## src/rtl/key_event_queue.sv

```systemverilog
// PS/2 key event queue: toggle-detected events into a FIFO with repeat
// filtering, paced valid/ready output and a legacy toggling strobe.
module key_event_queue #(
   parameter int DEPTH         = 8,
   parameter bit FILTER_REPEAT = 1'b1,
   parameter int PACE_CYCLES   = 0
) (
   input  logic                     clk_sys,
   input  logic                     reset,
   input  logic [10:0]              ps2_key,
   output logic                     evt_valid,
   input  logic                     evt_ready,
   output logic [8:0]               evt_code,
   output logic                     evt_pressed,
   output logic                     key_strobe,
   output logic [$clog2(DEPTH):0]   fifo_level,
   output logic                     overflow,
   output logic [7:0]               drop_count
);

   localparam int AW = $clog2(DEPTH);
   localparam logic [15:0] PACE = 16'(PACE_CYCLES);

   typedef logic [AW:0] ptr_t;

   logic        tgl_q;
   ptr_t        wptr_q, wptr_d;
   ptr_t        rptr_q, rptr_d;
   logic [9:0]  mem_q [DEPTH];
   logic [8:0]  last_code_q, last_code_d;
   logic        last_pr_q, last_pr_d;
   logic [15:0] pace_q, pace_d;
   logic        valid_q, valid_d;
   logic [8:0]  code_q, code_d;
   logic        pr_q, pr_d;
   logic        strobe_q, strobe_d;
   logic        ovf_q, ovf_d;
   logic [7:0]  drops_q, drops_d;

   logic       evt, rep, full, pop, push, drop;
   logic [9:0] cand, head;

   assign evt  = ps2_key[10] ^ tgl_q;
   assign cand = {ps2_key[8:0], ps2_key[9]};
   assign rep  = FILTER_REPEAT && ps2_key[9] && last_pr_q &&
                 (ps2_key[8:0] == last_code_q);
   assign full = (wptr_q[AW-1:0] == rptr_q[AW-1:0]) &&
                 (wptr_q[AW] != rptr_q[AW]);
   assign pop  = valid_q && evt_ready;
   assign push = evt && !rep && (!full || pop);
   assign drop = evt && !rep && full && !pop;

   always_comb begin
      wptr_d      = wptr_q;
      rptr_d      = rptr_q;
      last_code_d = last_code_q;
      last_pr_d   = last_pr_q;
      pace_d      = pace_q;
      strobe_d    = strobe_q;
      ovf_d       = ovf_q;
      drops_d     = drops_q;
      code_d      = code_q;
      pr_d        = pr_q;
      head        = '0;
      if (pop) begin
         rptr_d   = rptr_q + ptr_t'(1);
         strobe_d = ~strobe_q;
         pace_d   = PACE;
      end else if (pace_q != 16'd0) begin
         pace_d = pace_q - 16'd1;
      end
      if (push) begin
         wptr_d      = wptr_q + ptr_t'(1);
         last_code_d = cand[9:1];
         last_pr_d   = cand[0];
      end
      if (drop) begin
         ovf_d = 1'b1;
         if (drops_q != 8'hFF) drops_d = drops_q + 8'd1;
      end
      // A push into an empty slot at the new head bypasses the array
      if (push && (rptr_d == wptr_q)) head = cand;
      else head = mem_q[rptr_d[AW-1:0]];
      valid_d = (wptr_d != rptr_d) && (pace_d == 16'd0);
      if (valid_d) begin
         code_d = head[9:1];
         pr_d   = head[0];
      end
   end

   always_ff @(posedge clk_sys) begin
      if (push) mem_q[wptr_q[AW-1:0]] <= cand;
   end

   always_ff @(posedge clk_sys) begin
      tgl_q <= ps2_key[10];
      if (reset) begin
         wptr_q      <= '0;
         rptr_q      <= '0;
         last_code_q <= '0;
         last_pr_q   <= 1'b0;
         pace_q      <= '0;
         valid_q     <= 1'b0;
         code_q      <= '0;
         pr_q        <= 1'b0;
         strobe_q    <= 1'b0;
         ovf_q       <= 1'b0;
         drops_q     <= '0;
      end else begin
         wptr_q      <= wptr_d;
         rptr_q      <= rptr_d;
         last_code_q <= last_code_d;
         last_pr_q   <= last_pr_d;
         pace_q      <= pace_d;
         valid_q     <= valid_d;
         code_q      <= code_d;
         pr_q        <= pr_d;
         strobe_q    <= strobe_d;
         ovf_q       <= ovf_d;
         drops_q     <= drops_d;
      end
   end

   assign evt_valid   = valid_q;
   assign evt_code    = code_q;
   assign evt_pressed = pr_q;
   assign key_strobe  = strobe_q;
   assign fifo_level  = wptr_q - rptr_q;
   assign overflow    = ovf_q;
   assign drop_count  = drops_q;

endmodule

```

## config.mk

```make
export PLATFORM = sky130hd
export DESIGN_NAME = key_event_queue
export DESIGN_NICKNAME = d
export VERILOG_FILES = /design/src/rtl/key_event_queue.sv
export SDC_FILE = /design/constraint.sdc
export NUM_CORES = 1
export LEC_CHECK = 0
export ABC_CLOCK_PERIOD_IN_PS = 5000
export BUFFER_PORTS_ARGS = -buffer_cell sky130_fd_sc_hd__buf_4
export CORE_ASPECT_RATIO = 0.9
export CORE_UTILIZATION = 60
export CTS_CLUSTER_DIAMETER = 100
export DETAILED_ROUTE_END_ITERATION = 12
export GPL_TIMING_DRIVEN = 0
export HOLD_SLACK_MARGIN = 0.08
export PLACE_DENSITY = 0.82
export SYNTH_ARGS = -nofsm -noshare
export SYNTH_HDL_FRONTEND = slang
export SYNTH_SLANG_ARGS = --single-unit
```

## constraint.sdc

```tcl
create_clock -name clk_sys -period 5 [get_ports clk_sys]
set_input_delay 0.25 -clock clk_sys [delete_from_list [all_inputs] [get_ports clk_sys]]
set_output_delay 0.25 -clock clk_sys [all_outputs]
set_load 0.1 [all_outputs]
```

# Word level (Yosys, flattened, before mapping)
# Memory sizes are Yosys's and may differ from the RTL's.
# Cells that the tools add are included.
# W data, S select, Z words.
dict set report word_totals {
  in_bits 14
  ram_bits 80
  mem_count 1
  regBits 56
  elab_cells 50
}
dict set report classes {
  n_bitwise 2
  n_reduce_logical 17
  add_sub_neg 5
  muxes 7
  eq_ne 6
}
# name words width rd rd_clocked_by_memory_dff write_ports line
set mem_list {}
lappend mem_list {mem_q 8 10 1 0 1 29} ;# logic [9:0] mem_q [DEPTH];
# cell count
set ops {}
lappend ops {{$mux W16} 2}
lappend ops {{$logic_not A16 Y1} 1}
lappend ops {{$reduce_bool A16 Y1} 1}
lappend ops {{$sub A16 B1 Y16 const B} 1}
lappend ops {{$logic_and A1 B1 Y1} 10}
lappend ops {{$mux W10} 1}
lappend ops {{$eq A9 B9 Y1} 1}
lappend ops {{$add A4 B1 Y4 const B} 2}
lappend ops {{$add A8 B1 Y8 const B} 1}
lappend ops {{$mux W4} 2}
lappend ops {{$ne A8 B8 Y1 const B} 1}
lappend ops {{$eq A4 B4 Y1} 1}
lappend ops {{$ne A4 B4 Y1} 1}
lappend ops {{$sub A4 B4 Y4} 1}
lappend ops {{$eq A3 B3 Y1} 1}
lappend ops {{$logic_not A1 Y1} 3}
lappend ops {{$mux W1} 2}
lappend ops {{$reduce_and A2 Y1} 1}
lappend ops {{$logic_or A1 B1 Y1} 1}
lappend ops {{$ne A1 B1 Y1} 1}
lappend ops {{$not A1 Y1} 1}
lappend ops {{$xor A1 B1 Y1} 1}

# Longest topological paths before layout
# Gate-level depths: netlist of run 1.
dict set report depth {
  word_depth 8
  depth_mapped 12
  depth_no_buf 10
}

# Worst setup path after synthesis of run 1
# No wires, ideal clock.
dict set report synth_timing {
  kind {register to output}
  startpoint {reg wptr_q[1]}
  endpoint {out fifo_level[2]}
  path_buffers 1
  path_slack_ns 2.009
  required_time_ns 4.750
  arrival_ns 2.741
  path_stages_with_launch 5
  cell_sequence {dfxtp_1 > clkbuf_1 > inv_1 > fa_1 > xnor2_1}
}
dict set report synth_between {
  elab_chain_cells 1
}
# element line
set synth_lines {}
lappend synth_lines {{start, declared} 27} ;# ptr_t wptr_q, wptr_d;
lappend synth_lines {{start signal, assigned} 110} ;# wptr_q <= wptr_d;
lappend synth_lines {{$sub A4 B4 Y4} 128} ;# assign fifo_level = wptr_q - rptr_q;
lappend synth_lines {{end, declared} 16} ;# output logic [$clog2(DEPTH):0] fifo_level,
# Every way passes these cells.

# Worst setup path in the final report of run 1
dict set report layout_timing {
  startpoint {reg wptr_q[0]}
  endpoint {reg code_q[6] (netlist: evt_code[6])}
}
dict set report layout_between {
  elab_chain_cells 8
  word_cells_on_any_way 12
  classes_between {add/sub: 1; eq/ne: 3; mux: 2; reduce/logical: 6}
}
# element line
set layout_lines {}
lappend layout_lines {{branches (longest 8 deep; another with $add A4 B1 Y4)} --}
lappend layout_lines {{end signal, assigned} 116} ;# code_q <= code_d;
lappend layout_lines {{end, declared} 34} ;# logic [8:0] code_q, code_d;
# Parallel ways; which one is timed is not known.
# A chain may end at the register's enable or synchronous reset.

==> results of run 1 <==
cell type report:
| class | count | area share |
|---|---|---|
| buffer | 26 | 0.01790 |
| clock buffer | 17 | 0.05752 |
| clock inverter | 15 | 0.02155 |
| inverter | 11 | 0.005734 |
| multi-input combinational | 302 | 0.3312 |
| sequential | 136 | 0.4893 |
| tap | 126 | 0.02189 |
| timing repair buffer | 49 | 0.05491 |
kinds of logic (layout without fill, tap and decap cells):
logic type | count (synthesis) | in the layout | synth area share
mux | 44 | 44 | 0.1148
fa+ha+maj | 9 | 9 | 0.01986
xor+xnor | 43 | 43 | 0.06537
buf+inv | 37 | 118 | 0.02813
compound gates | 37 | 37 | 0.04448
flops | 136 | 136 | 0.5825
simple gates | 169 | 169 | 0.1448
synth_stat cells (2+ instances only):
cell,n
sky130_fd_sc_hd__a21oi_1,12
sky130_fd_sc_hd__a311o_1,10
sky130_fd_sc_hd__a31oi_1,2
sky130_fd_sc_hd__and3_1,8
sky130_fd_sc_hd__buf_2,10
sky130_fd_sc_hd__buf_6,2
sky130_fd_sc_hd__clkbuf_1,12
sky130_fd_sc_hd__dfxtp_1,56
sky130_fd_sc_hd__edfxtp_1,80
sky130_fd_sc_hd__ha_1,8
sky130_fd_sc_hd__inv_1,11
sky130_fd_sc_hd__mux2i_1,23
sky130_fd_sc_hd__mux4_2,20
sky130_fd_sc_hd__nand2_1,35
sky130_fd_sc_hd__nand2b_1,13
sky130_fd_sc_hd__nand3_1,8
sky130_fd_sc_hd__nand3b_1,2
sky130_fd_sc_hd__nand4_1,9
sky130_fd_sc_hd__nand4b_1,3
sky130_fd_sc_hd__nor2_1,60
sky130_fd_sc_hd__nor2b_1,2
sky130_fd_sc_hd__nor3_1,10
sky130_fd_sc_hd__nor3b_1,3
sky130_fd_sc_hd__nor4_1,2
sky130_fd_sc_hd__nor4_4,2
sky130_fd_sc_hd__o21a_1,2
sky130_fd_sc_hd__o21ai_0,2
sky130_fd_sc_hd__or3_1,2
sky130_fd_sc_hd__xnor2_1,15
sky130_fd_sc_hd__xor2_1,27
routing by layer:
layer,part of all wire,track usage
met3,0.074,0.06640
met5,0,0
met4,0.013,0.08430
met1,0.41,0.3726
met2,0.50,0.4359
how the worst max path moves through the flow:
stage	startpoint	to	slack [ps]	cells past startpoint
after global routing	wptr_q[0]	evt_code[6]	1520	10
after CTS	wptr_q[0]	evt_code[6]	1780	10
after detailed placement	wptr_q[0]	evt_code[7]	1840	10
after global placement	wptr_q[0]	mem_q[4][2]	1610	8
final	wptr_q[0]	evt_code[6]	1750	10
after floorplan	wptr_q[1]	fifo_level[2]	2010	4
sequential cells by signal, summed over array words and instances (netlist names):
signal and flops:
evt_code 9, wptr_q 4, last_code_q 9, overflow 1, tgl_q 1, key_strobe 1, evt_pressed 1, rptr_q 4
last_pr_q 1, drop_count 8, pace_q 16, evt_valid 1, mem_q 80
worst min-delay path, delay by kind of cell:
kind / cells / cell delay [ps]
compound gates: 1 / 120
buf+inv: 1 / 110
mux: 1 / 70
what timing repair did:
item                                    in CTS  in global routing
resized for setup                            0                  0
hold buffers                                11                  0
endpoints found under the setup margin       0                  0
hold endpoints to repair                    88                  0
power groups by stage:
stage | registers (uW) | clock network (uW) | logic, uW
after floorplan | 1360 | 0 | 563
after global placement | 1350 | 0 | 703
after detailed placement | 1350 | 0 | 736
after CTS | 1330 | 1220 | 751
after global routing | 1340 | 1270 | 836
final | 1330 | 1210 | 755
stage by stage:
stage	utilization	hold slack (ps)	cells
final	0.7391	90.09	682
after floorplan	-	277.7	475
after detailed placement	0.6694	372.8	639
after global placement	0.6663	371.3	639
after global routing	0.7391	88.63	682
after CTS	0.7391	82.75	682
==> metrics, run 1 <==
die area about 0.010 mm2; run status finished clean; fraction of registers with async set/reset 0; worst path cell trace inv_1, ha_1, and3_1, nand3_1, and4b_1, nor2b_1, a2111oi_0, a211o_1, buf_6, mux2i_1; pre-CTS setup slack roughly 1800 ps; shortest period the worst path allows between 3000 and 4000 ps; kind of end point of the critical path flop; leading cell type in the layout, fill and taps excluded sky130_fd_sc_hd__edfxtp_1; row count 34; reg2reg end evt_code[6]; antenna violations before repair 0; final total power roughly 3300 uW; fraction of power consumed by the clock network 0.367; Post-CTS Setup Inserts 0; leading cell types by total area after synthesis sky130_fd_sc_hd__edfxtp_1 (40%), sky130_fd_sc_hd__dfxtp_1 (19%), sky130_fd_sc_hd__mux4_2 (7.4%); Area growth syn-to-layout 19.05%; total global routing overflow 0; Setup TNS 0 ps; chip width 107.8 um; clock buffers created by TritonCTS 17; slowest cell delay on critical path roughly 700 ps; wire length of the first global-routing pass 21020 um; Critical Setup Path Class reg -> reg; top library cells by usage in the layout, fill and taps aside sky130_fd_sc_hd__edfxtp_1 (80), sky130_fd_sc_hd__nor2_1 (60), sky130_fd_sc_hd__dfxtp_1 (56); arrival time reported for the critical path endpoint approximately 3700 ps; Syn Nets around 500; Nets about 570; maximum frequency from static timing analysis 0.3081 GHz; clk root buf sky130_fd_sc_hd__clkbuf_8; number of antenna repair diodes 0; share of cells above drive strength 1 0.2104; number of optimization iterations in the first detailed-route pass 5; Worst R2R Setup Slack between 1500 and 2000 ps; maximum buffer depth of the clock tree 2; switch share 0.3160; Non-Filler Cell Area, Final between 0.007 and 0.008 mm2; launch instance of the worst min-delay path reset; Cell Int Power 2252 uW; Hold Violations, Final 0; reported max-cap violation count 0; required arrival time at the worst endpoint ~5500 ps; core box area approximately 0.0097 mm2; overall via count from detail_route 4097; fin. max-slew vios 0; clock net sink count 136; Distinct cells, synth 54; post-route setup slack approximately 1800 ps; sequential area share after synthesis 0.5825; DR vias/cell ~6.0; number of design rule violations left after detail routing 0; port buffer count 38; CTS clk-pin slew, worst paths 70 ps; CTS HTree Levels 4; Synth Warn # 0; latest clock arrival within the worst-skew pair 530 ps; beginning of the worst register-to-register path wptr_q[0]; count of boundary I/O pins 39; routed wire length per instance slightly below 20 um; share of total power in combinational logic 0.229; length in cells of the worst reg-to-reg path 10; post-synthesis instance area roughly 0.006 mm2; Worst-Margin Slew slightly below 1000 ps; violation count after the first detailed-routing iteration around 360; Seq cells post-synth approximately 140; pin count of the biggest net entering global routing 17; Die Y between 90 and 100 um; cell at the slowest stage of the critical path sky130_fd_sc_hd__and4b_1; Most used DFF post-synth sky130_fd_sc_hd__edfxtp_1; area of the multi-input gates ~0.0024 mm2; critical path startpoint category flop; path class of the lowest-slack min-delay path in -> reg; PD cells 457.2 mW/mm2; cell count after synthesis ~480; via count of the first global-routing pass 3894; starting density of the core 0.6209; TritonCTS clock tree built; Placed Instance Area 0.006521 mm2; standby leakage power about 0.0028 uW; proportion of power drawn by flip-flops and latches 0.404; gate family responsible for the most delay along the worst path simple AND/OR/NAND/NOR gates; number of nets with antenna violations after detailed routing 0; final weighted congestion of routability-driven global placement between 0.8 and 0.9; setup repair after global routing missed its margin false; all-layer global routing usage 0.2738; maximum ir drop on the vdd rail 268.6 uV; area share of the largest cell type after synthesis 0.3972; net switching power between 1000 and 1500 uW; number of enable flip-flop cells after synthesis 80; number of inserted filler cells in the final layout approximately 630; period utilization 0.6491; FF/Latch Area roughly 0.0035 mm2; final setup violation count 0; endpoint of the worst hold-timing path evt_pressed; Detailed Place HPWL roughly 8400 um; crit path max fanout 12; largest area contributor in the netlist sky130_fd_sc_hd__edfxtp_1; mean post-synth cell area around 13 um2; Routed WL between 10000 and 15000 um; crit path buf inv count 2; worst hold path stage count 3; Setup Skew around 15 ps; relative slew slack 0.3553
(Power assumes the default switching activity.)
==> run 2, diff against run 1 <==
==> config.mk (replaced) <==
export PLATFORM = sky130hd
export DESIGN_NAME = key_event_queue
export DESIGN_NICKNAME = d
export VERILOG_FILES = /design/src/rtl/key_event_queue.sv
export SDC_FILE = /design/constraint.sdc
export NUM_CORES = 1
export LEC_CHECK = 0
export ABC_CLOCK_PERIOD_IN_PS = 2700
export BUFFER_PORTS_ARGS = -buffer_cell sky130_fd_sc_hd__buf_4
export CORE_ASPECT_RATIO = 0.9
export CORE_UTILIZATION = 54
export CTS_CLUSTER_DIAMETER = 100
export DETAILED_ROUTE_END_ITERATION = 12
export GPL_TIMING_DRIVEN = 0
export HOLD_SLACK_MARGIN = 0.08
export PLACE_DENSITY = 0.78
export SYNTH_ARGS = -nofsm -noshare
export SYNTH_HDL_FRONTEND = slang
export SYNTH_SLANG_ARGS = --single-unit
==> constraint.sdc (replaced) <==
create_clock -name clk_sys -period 2.7 [get_ports clk_sys]
set_input_delay 0.135 -clock clk_sys [delete_from_list [all_inputs] [get_ports clk_sys]]
set_output_delay 0.135 -clock clk_sys [all_outputs]
set_load 0.1 [all_outputs]
==> run 2 against run 1 <==
Compared with the run above:
- the flow now finishes with violations (negative setup slack)
- sequential cell count unchanged
- cell count up 6.3%
- power grew 98%
- critical endpoint is now evt_pressed
- largest power group unchanged
==> metrics, run 2 (same netlist as run 1, synthesis figures left out) <==
run status finished, violations left; violations in the final reports negative setup slack; violation count after the first detailed-routing iteration 354 (-0.56%); starting density of the core 0.5572 (-0.06369); Critical Setup Path Class reg -> reg; launch instance of the worst min-delay path evt_ready; overall via count from detail_route 4226 (+3.1%); final setup violation count 10 (+10); timing startpoint of the critical path pace_q[0]; Detailed Place HPWL 8472 um (+1.0%); Worst-Margin Slew 690.7 ps (-271.2 ps); number of inserted filler cells in the final layout 677 (+8.1%); number of design rule violations left after detail routing 0 (unchanged); port buffer count 38 (unchanged); Hold Violations, Final 0 (unchanged); row count 36 (+5.9%); crit path buf inv count 2 (unchanged); final weighted congestion of routability-driven global placement 0.8894 (+0.94%); clock buffers created by TritonCTS 17 (unchanged); maximum buffer depth of the clock tree 2 (unchanged); post-route setup slack -25.04 ps (-1779 ps); gate family responsible for the most delay along the worst path simple AND/OR/NAND/NOR gates; relative slew slack 0.5396 (+0.1843); CTS clk-pin slew, worst paths 60 ps (about the same); beginning of the worst register-to-register path pace_q[0]; core box area 0.01086 mm2 (+11%); number of optimization iterations in the first detailed-route pass 5 (unchanged); Die Y 102.4 um (+5.3%); required arrival time at the worst endpoint 3030 ps (-2420 ps); number of nets with antenna violations after detailed routing 0 (unchanged); core utilization of the finished layout 0.7012 (-0.03790); leading cell type in the layout, fill and taps excluded sky130_fd_sc_hd__edfxtp_1; via count of the first global-routing pass 4107 (+5.5%); Setup TNS -187.9 ps (-187.9 ps); top library cells by usage in the layout, fill and taps aside sky130_fd_sc_hd__edfxtp_1 (80), sky130_fd_sc_hd__nor2_1 (58), sky130_fd_sc_hd__buf_4 (50); path class of the lowest-slack min-delay path in -> reg; Setup Skew 10.66 ps (-4.468 ps); routed wire length per instance 19.80 um (+2.4%); clk root buf sky130_fd_sc_hd__clkbuf_16; pin count of the biggest net entering global routing 17 (unchanged); arrival time reported for the critical path endpoint 3060 ps (-630 ps); worst path cell trace inv_4, ha_4, or3b_4, nor3_4, and3_4, mux2i_2, and4_1, a41oi_2, a211o_1, buf_4, mux2i_1; PD cells 855.5 mW/mm2 (+87%); crit path max fanout 3 (-9); all-layer global routing usage 0.2571 (-0.01671); Routed WL 14360 um (+8.9%); latest clock arrival within the worst-skew pair 420 ps (-110 ps); slowest cell delay on critical path 390 ps (-310 ps); number of flip-flops in the largest register 80 (unchanged); cell at the slowest stage of the critical path sky130_fd_sc_hd__or3b_4; DR vias/cell 5.829 (-3.0%); Area growth syn-to-layout 25.86%; shortest period the worst path allows 2725 ps (-520.7 ps); maximum ir drop on the vdd rail 405.2 uV (+51%); reported max-cap violation count 0 (unchanged); wire length of the first global-routing pass 22040 um (+4.8%); chip width 113.6 um (+5.3%); setup repair after global routing missed its margin true; antenna violations before repair 0 (unchanged); period utilization 1.009 (+0.3601); fin. max-slew vios 0 (unchanged); total global routing overflow 0 (unchanged); clock net sink count 136 (unchanged); standby leakage power 0.002929 uW (+5.1%); die area 0.01163 mm2 (+11%); Nets 583 (+3.0%); final total power 6512 uW (+98%); share of cells above drive strength 1 0.2757 (+0.06531); TritonCTS clock tree built; count of boundary I/O pins 39 (unchanged); critical path startpoint category flop; maximum frequency from static timing analysis 0.3670 GHz (+19%); kind of end point of the critical path flop; number of antenna repair diodes 0 (unchanged); CTS HTree Levels 4 (unchanged)
==> run 2: cell types whose count changed in the layout (fill, tap and decap cells not counted), moves of 3 or more <==
| cell | previous run | this run |
|---|---|---|
| sky130_fd_sc_hd__nor3b_2 | 3 | 0 |
| sky130_fd_sc_hd__buf_4 | 39 | 50 |
| sky130_fd_sc_hd__buf_12 | 0 | 4 |
| sky130_fd_sc_hd__nor3b_4 | 0 | 3 |
| sky130_fd_sc_hd__nor3_2 | 4 | 0 |
| sky130_fd_sc_hd__inv_8 | 3 | 0 |
| sky130_fd_sc_hd__nor3_4 | 1 | 5 |
| sky130_fd_sc_hd__dfxtp_2 | 0 | 5 |
| sky130_fd_sc_hd__dfxtp_1 | 56 | 49 |
| sky130_fd_sc_hd__clkbuf_1 | 12 | 9 |
==> run 2: metrics by stage <==
step	cells	hold slack (ps)	instance area, um2	worst slack (ps)
final	725	333.1	7612	-25.04
after global routing	725	361.7	7612	-130.2
after CTS	718	332.7	7456	-10.05
after detailed placement	665	263.6	6563	-465.8
after global placement	665	260.4	6548	-615.3
after floorplan	475	162.7	6072	83.47
==> run 2: tightest hold or removal path: stages <==
cell,delay (ps)
sky130_fd_sc_hd__buf_4,90
sky130_fd_sc_hd__and2_1,100
sky130_fd_sc_hd__buf_2,220
sky130_fd_sc_hd__xnor2_1,90
sky130_fd_sc_hd__nor2_1,70
==> run 2: final cells by class <==
cell class	instances	area (um2)	share of cell area
buffer	26	137.6	0.01808
clock buffer	17	425.4	0.05588
clock inverter	15	163.9	0.02153
inverter	11	46.29	0.006082
multi-input combinational	302	2529	0.3322
sequential	136	3537	0.4647
tap	152	190.2	0.02498
timing repair buffer	66	583.1	0.07659
==> run 2: power breakdown <==
| group | internal [uW] | total, uW | switching (uW) |
|---|---|---|---|
| sequential | 2360 | 2480 | 127 |
| combinational | 755 | 1710 | 958 |
| clock | 1380 | 2320 | 940 |
==> run 2: routing by layer <==
metal  vias up  part of all wire  global-route usage  routed length [um]
met2       199              0.50              0.4221                7233
met3        34             0.071             0.05694                1015
li1       1907                 -                   -                   -
met1      2086              0.40              0.3269                5759
met4         0             0.024              0.1255                 348
met5         -                 0                   0                   0
==> run 2: worst paths after layout <==
check / end / slack (ps) / cells after the start
setup / recovery: evt_pressed / -30 / 11
hold / removal: key_strobe / 330 / 5
setup reg to reg: evt_pressed / -30 / 11
hold reg to reg: overflow / 460 / 2
==> run 2: repair_timing <==
item / CTS / global route
setup buffers: 8 / 7
gates cloned: 1 / 0
endpoints found under the hold margin: 87 / 0
gates resized for setup: 34 / 14
hold buffers: 12 / 0
pin swaps: 3 / 11
endpoints found under the setup margin: 81 / 74
==> run 3, diff against run 2 <==
==> config.mk (replaced) <==
export PLATFORM = sky130hd
export DESIGN_NAME = key_event_queue
export DESIGN_NICKNAME = d
export VERILOG_FILES = /design/src/rtl/key_event_queue.sv
export SDC_FILE = /design/constraint.sdc
export NUM_CORES = 1
export LEC_CHECK = 0
export ABC_CLOCK_PERIOD_IN_PS = 3500
export BUFFER_PORTS_ARGS = -buffer_cell sky130_fd_sc_hd__buf_4
export CORE_ASPECT_RATIO = 0.9
export CORE_UTILIZATION = 60
export CTS_CLUSTER_DIAMETER = 100
export DETAILED_ROUTE_END_ITERATION = 12
export GPL_TIMING_DRIVEN = 0
export HOLD_SLACK_MARGIN = 0.08
export PLACE_DENSITY = 0.82
export SYNTH_ARGS = -nofsm -noshare
export SYNTH_HDL_FRONTEND = slang
export SYNTH_SLANG_ARGS = --single-unit
==> constraint.sdc (replaced) <==
create_clock -name clk_sys -period 3.5 [get_ports clk_sys]
set_input_delay 0.175 -clock clk_sys [delete_from_list [all_inputs] [get_ports clk_sys]]
set_output_delay 0.175 -clock clk_sys [all_outputs]
set_load 0.1 [all_outputs]
==> run 3 against run 2 <==
Compared with the run above:
- clock-buffer cell count unchanged
- fmax decreased by 16%
- global-route usage increased by 1.7 points
- largest power group unchanged
- sequential cell count unchanged
- the run now ends clean
- critical endpoint is now evt_code[6]
- cell count decreased by 5.8%
- worst hold slack got worse by 77 ps
- worst setup slack improved by 270 ps
==> metrics, run 3 (same netlist as run 1, synthesis figures left out) <==
run status finished clean; leading cell type in the layout, fill and taps excluded sky130_fd_sc_hd__edfxtp_1; fin. max-slew vios 0 (unchanged); arrival time reported for the critical path endpoint 3700 ps (+640 ps); via count of the first global-routing pass 3906 (-4.9%); CTS HTree Levels 4 (unchanged); reg2reg end evt_code[6]; die area 0.01049 mm2 (-9.8%); PD cells 652.6 mW/mm2 (-24%); chip width 107.8 um (-5.0%); beginning of the worst register-to-register path wptr_q[0]; Routed WL 13270 um (-7.6%); count of boundary I/O pins 39 (unchanged); required arrival time at the worst endpoint 3950 ps (+920 ps); fraction of power consumed by the clock network 0.366 (+0.010); shortest period the worst path allows 3254 ps (+528.6 ps); Post-CTS Setup Inserts 0 (-8); timing startpoint of the critical path wptr_q[0]; clock buffers created by TritonCTS 17 (unchanged); path class of the lowest-slack min-delay path in -> reg; setup repair after global routing missed its margin false; proportion of power drawn by flip-flops and latches 0.404 (+0.023); maximum ir drop on the vdd rail 385.0 uV (-5.0%); reported max-cap violation count 0 (unchanged); latest clock arrival within the worst-skew pair 520 ps (+100 ps); final weighted congestion of routability-driven global placement 0.8811 (-0.93%); share of cells above drive strength 1 0.2101 (-0.06569); TritonCTS clock tree built; routed wire length per instance 19.43 um (-1.9%); kind of end point of the critical path flop; share of total power in combinational logic 0.230 (-0.033); Setup Skew 8.535 ps (-2.124 ps); clk root buf sky130_fd_sc_hd__clkbuf_8; Resize count post-CTS 0 (-100%); Die Y 97.25 um (-5.0%); worst hold path stage count 5 (unchanged); Critical Setup Path Class reg -> reg; Cell Int Power 3218 uW (-28%); Placed Instance Area 0.006521 mm2 (-0.63%); number of design rule violations left after detail routing 0 (unchanged); Nets 567 (-2.7%); top library cells by usage in the layout, fill and taps aside sky130_fd_sc_hd__edfxtp_1 (80), sky130_fd_sc_hd__nor2_1 (60), sky130_fd_sc_hd__dfxtp_1 (56); total global routing overflow 0 (unchanged); period utilization 0.9296 (-0.07967); overall via count from detail_route 4111 (-2.7%); launch instance of the worst min-delay path evt_ready; length in cells of the worst reg-to-reg path 10 (-1); endpoint of the worst hold-timing path key_strobe; clock net sink count 136 (unchanged); wire length of the first global-routing pass 21050 um (-4.5%); Hold Violations, Final 0 (unchanged); violation count after the first detailed-routing iteration 394 (+11%); antenna violations before repair 0 (unchanged); switch share 0.3163 (+0.005485); maximum frequency from static timing analysis 0.3074 GHz (-16%); number of antenna repair diodes 0 (unchanged); relative slew slack 0.3510 (-0.1886); Area growth syn-to-layout 19.22%; Setup TNS 0 ps (+187.9 ps); Detailed Place HPWL 8386 um (-1.0%); Non-Filler Cell Area, Final 0.007211 mm2 (-5.3%); all-layer global routing usage 0.2741 (+0.01700); CTS clk-pin slew, worst paths 70 ps (about the same); row count 34 (-5.6%); net switching power 1488 uW (-26%); number of flip-flops in the largest register 80 (unchanged); pin count of the biggest net entering global routing 17 (unchanged); Worst-Margin Slew 970.0 ps (+279.3 ps); starting density of the core 0.6209 (+0.06369); standby leakage power 0.002790 uW (-4.7%); crit path max fanout 12 (+9); port buffer count 38 (unchanged); number of optimization iterations in the first detailed-route pass 7 (+2); Final Hold Slack 255.6 ps (-77.46 ps); maximum buffer depth of the clock tree 2 (unchanged); critical path startpoint category flop; number of nets with antenna violations after detailed routing 0 (unchanged); final setup violation count 0 (-10); DR vias/cell 6.019 (+3.3%); Worst R2R Setup Slack 250 ps (+270 ps); core box area 0.009742 mm2 (-10%)
==> run 3: how the worst max path moves through the flow <==
| stage | endpoint | slack (ps) | cells past startpoint |
|---|---|---|---|
| 2_1_floorplan | mem_q[4][0] | 520 | 6 |
| 3_3_place_gp | mem_q[4][2] | 110 | 8 |
| 3_5_place_dp | evt_code[7] | 340 | 10 |
| 4_1_cts | evt_code[6] | 280 | 10 |
| 5_1_grt | evt_code[6] | 20 | 10 |
| 6_report | evt_code[6] | 250 | 10 |
==> run 3: power groups by stage <==
stage / Combinational, uW / Clock [uW] / Sequential [uW]
floorplan: 804 / 0 / 1940
global placement: 1000 / 0 / 1920
detailed placement: 1050 / 0 / 1930
CTS: 1070 / 1740 / 1900
global route: 1200 / 1810 / 1910
finish: 1080 / 1720 / 1900
==> run 3: layout make-up <==
type                       count  area, um2
sequential                   136       3523
fill                         625       2531
multi-input combinational    302       2385
clock buffer                  17      414.1
timing repair buffer          50      405.4
tap                          126      157.7
clock inverter                15      155.1
buffer                        26      128.9
inverter                      11      41.29
==> run 3: layer usage <==
layer | GRT usage | wire length, um | vias to the layer above
met5 | 0 | 0 | -
met1 | 0.3726 | 5482 | 2038
met3 | 0.06640 | 984 | 22
met2 | 0.4369 | 6602 | 177
met4 | 0.08430 | 201 | 0
li1 | - | - | 1874
==> run 3: stage by stage <==
step           total power [uW]  setup WS, ps    util  instances
2_1_floorplan              2746         519.0       -        475
3_3_place_gp               2930         106.6  0.6663        639
3_5_place_dp               2983         337.5  0.6694        639
4_1_cts                    4716         280.3  0.7402        683
5_1_grt                    4921         23.35  0.7402        683
6_report                   4706         246.4  0.7402        683
==> run 3: repair_timing <==
action / in CTS / in global routing
endpoints found under the hold margin: 93 / 0
hold buffers: 12 / 0
endpoints found under the setup margin: 0 / 0
==> run 3: critical path, cell delays in order, from the launching register on <==
cell                        delay, ps
sky130_fd_sc_hd__dfxtp_1          460
sky130_fd_sc_hd__inv_1            140
sky130_fd_sc_hd__ha_1             330
sky130_fd_sc_hd__and3_1           170
sky130_fd_sc_hd__nand3_1          130
sky130_fd_sc_hd__and4b_1          700
sky130_fd_sc_hd__nor2b_1          110
sky130_fd_sc_hd__a2111oi_0        480
sky130_fd_sc_hd__a211o_1          250
sky130_fd_sc_hd__buf_6            190
sky130_fd_sc_hd__mux2i_1          200
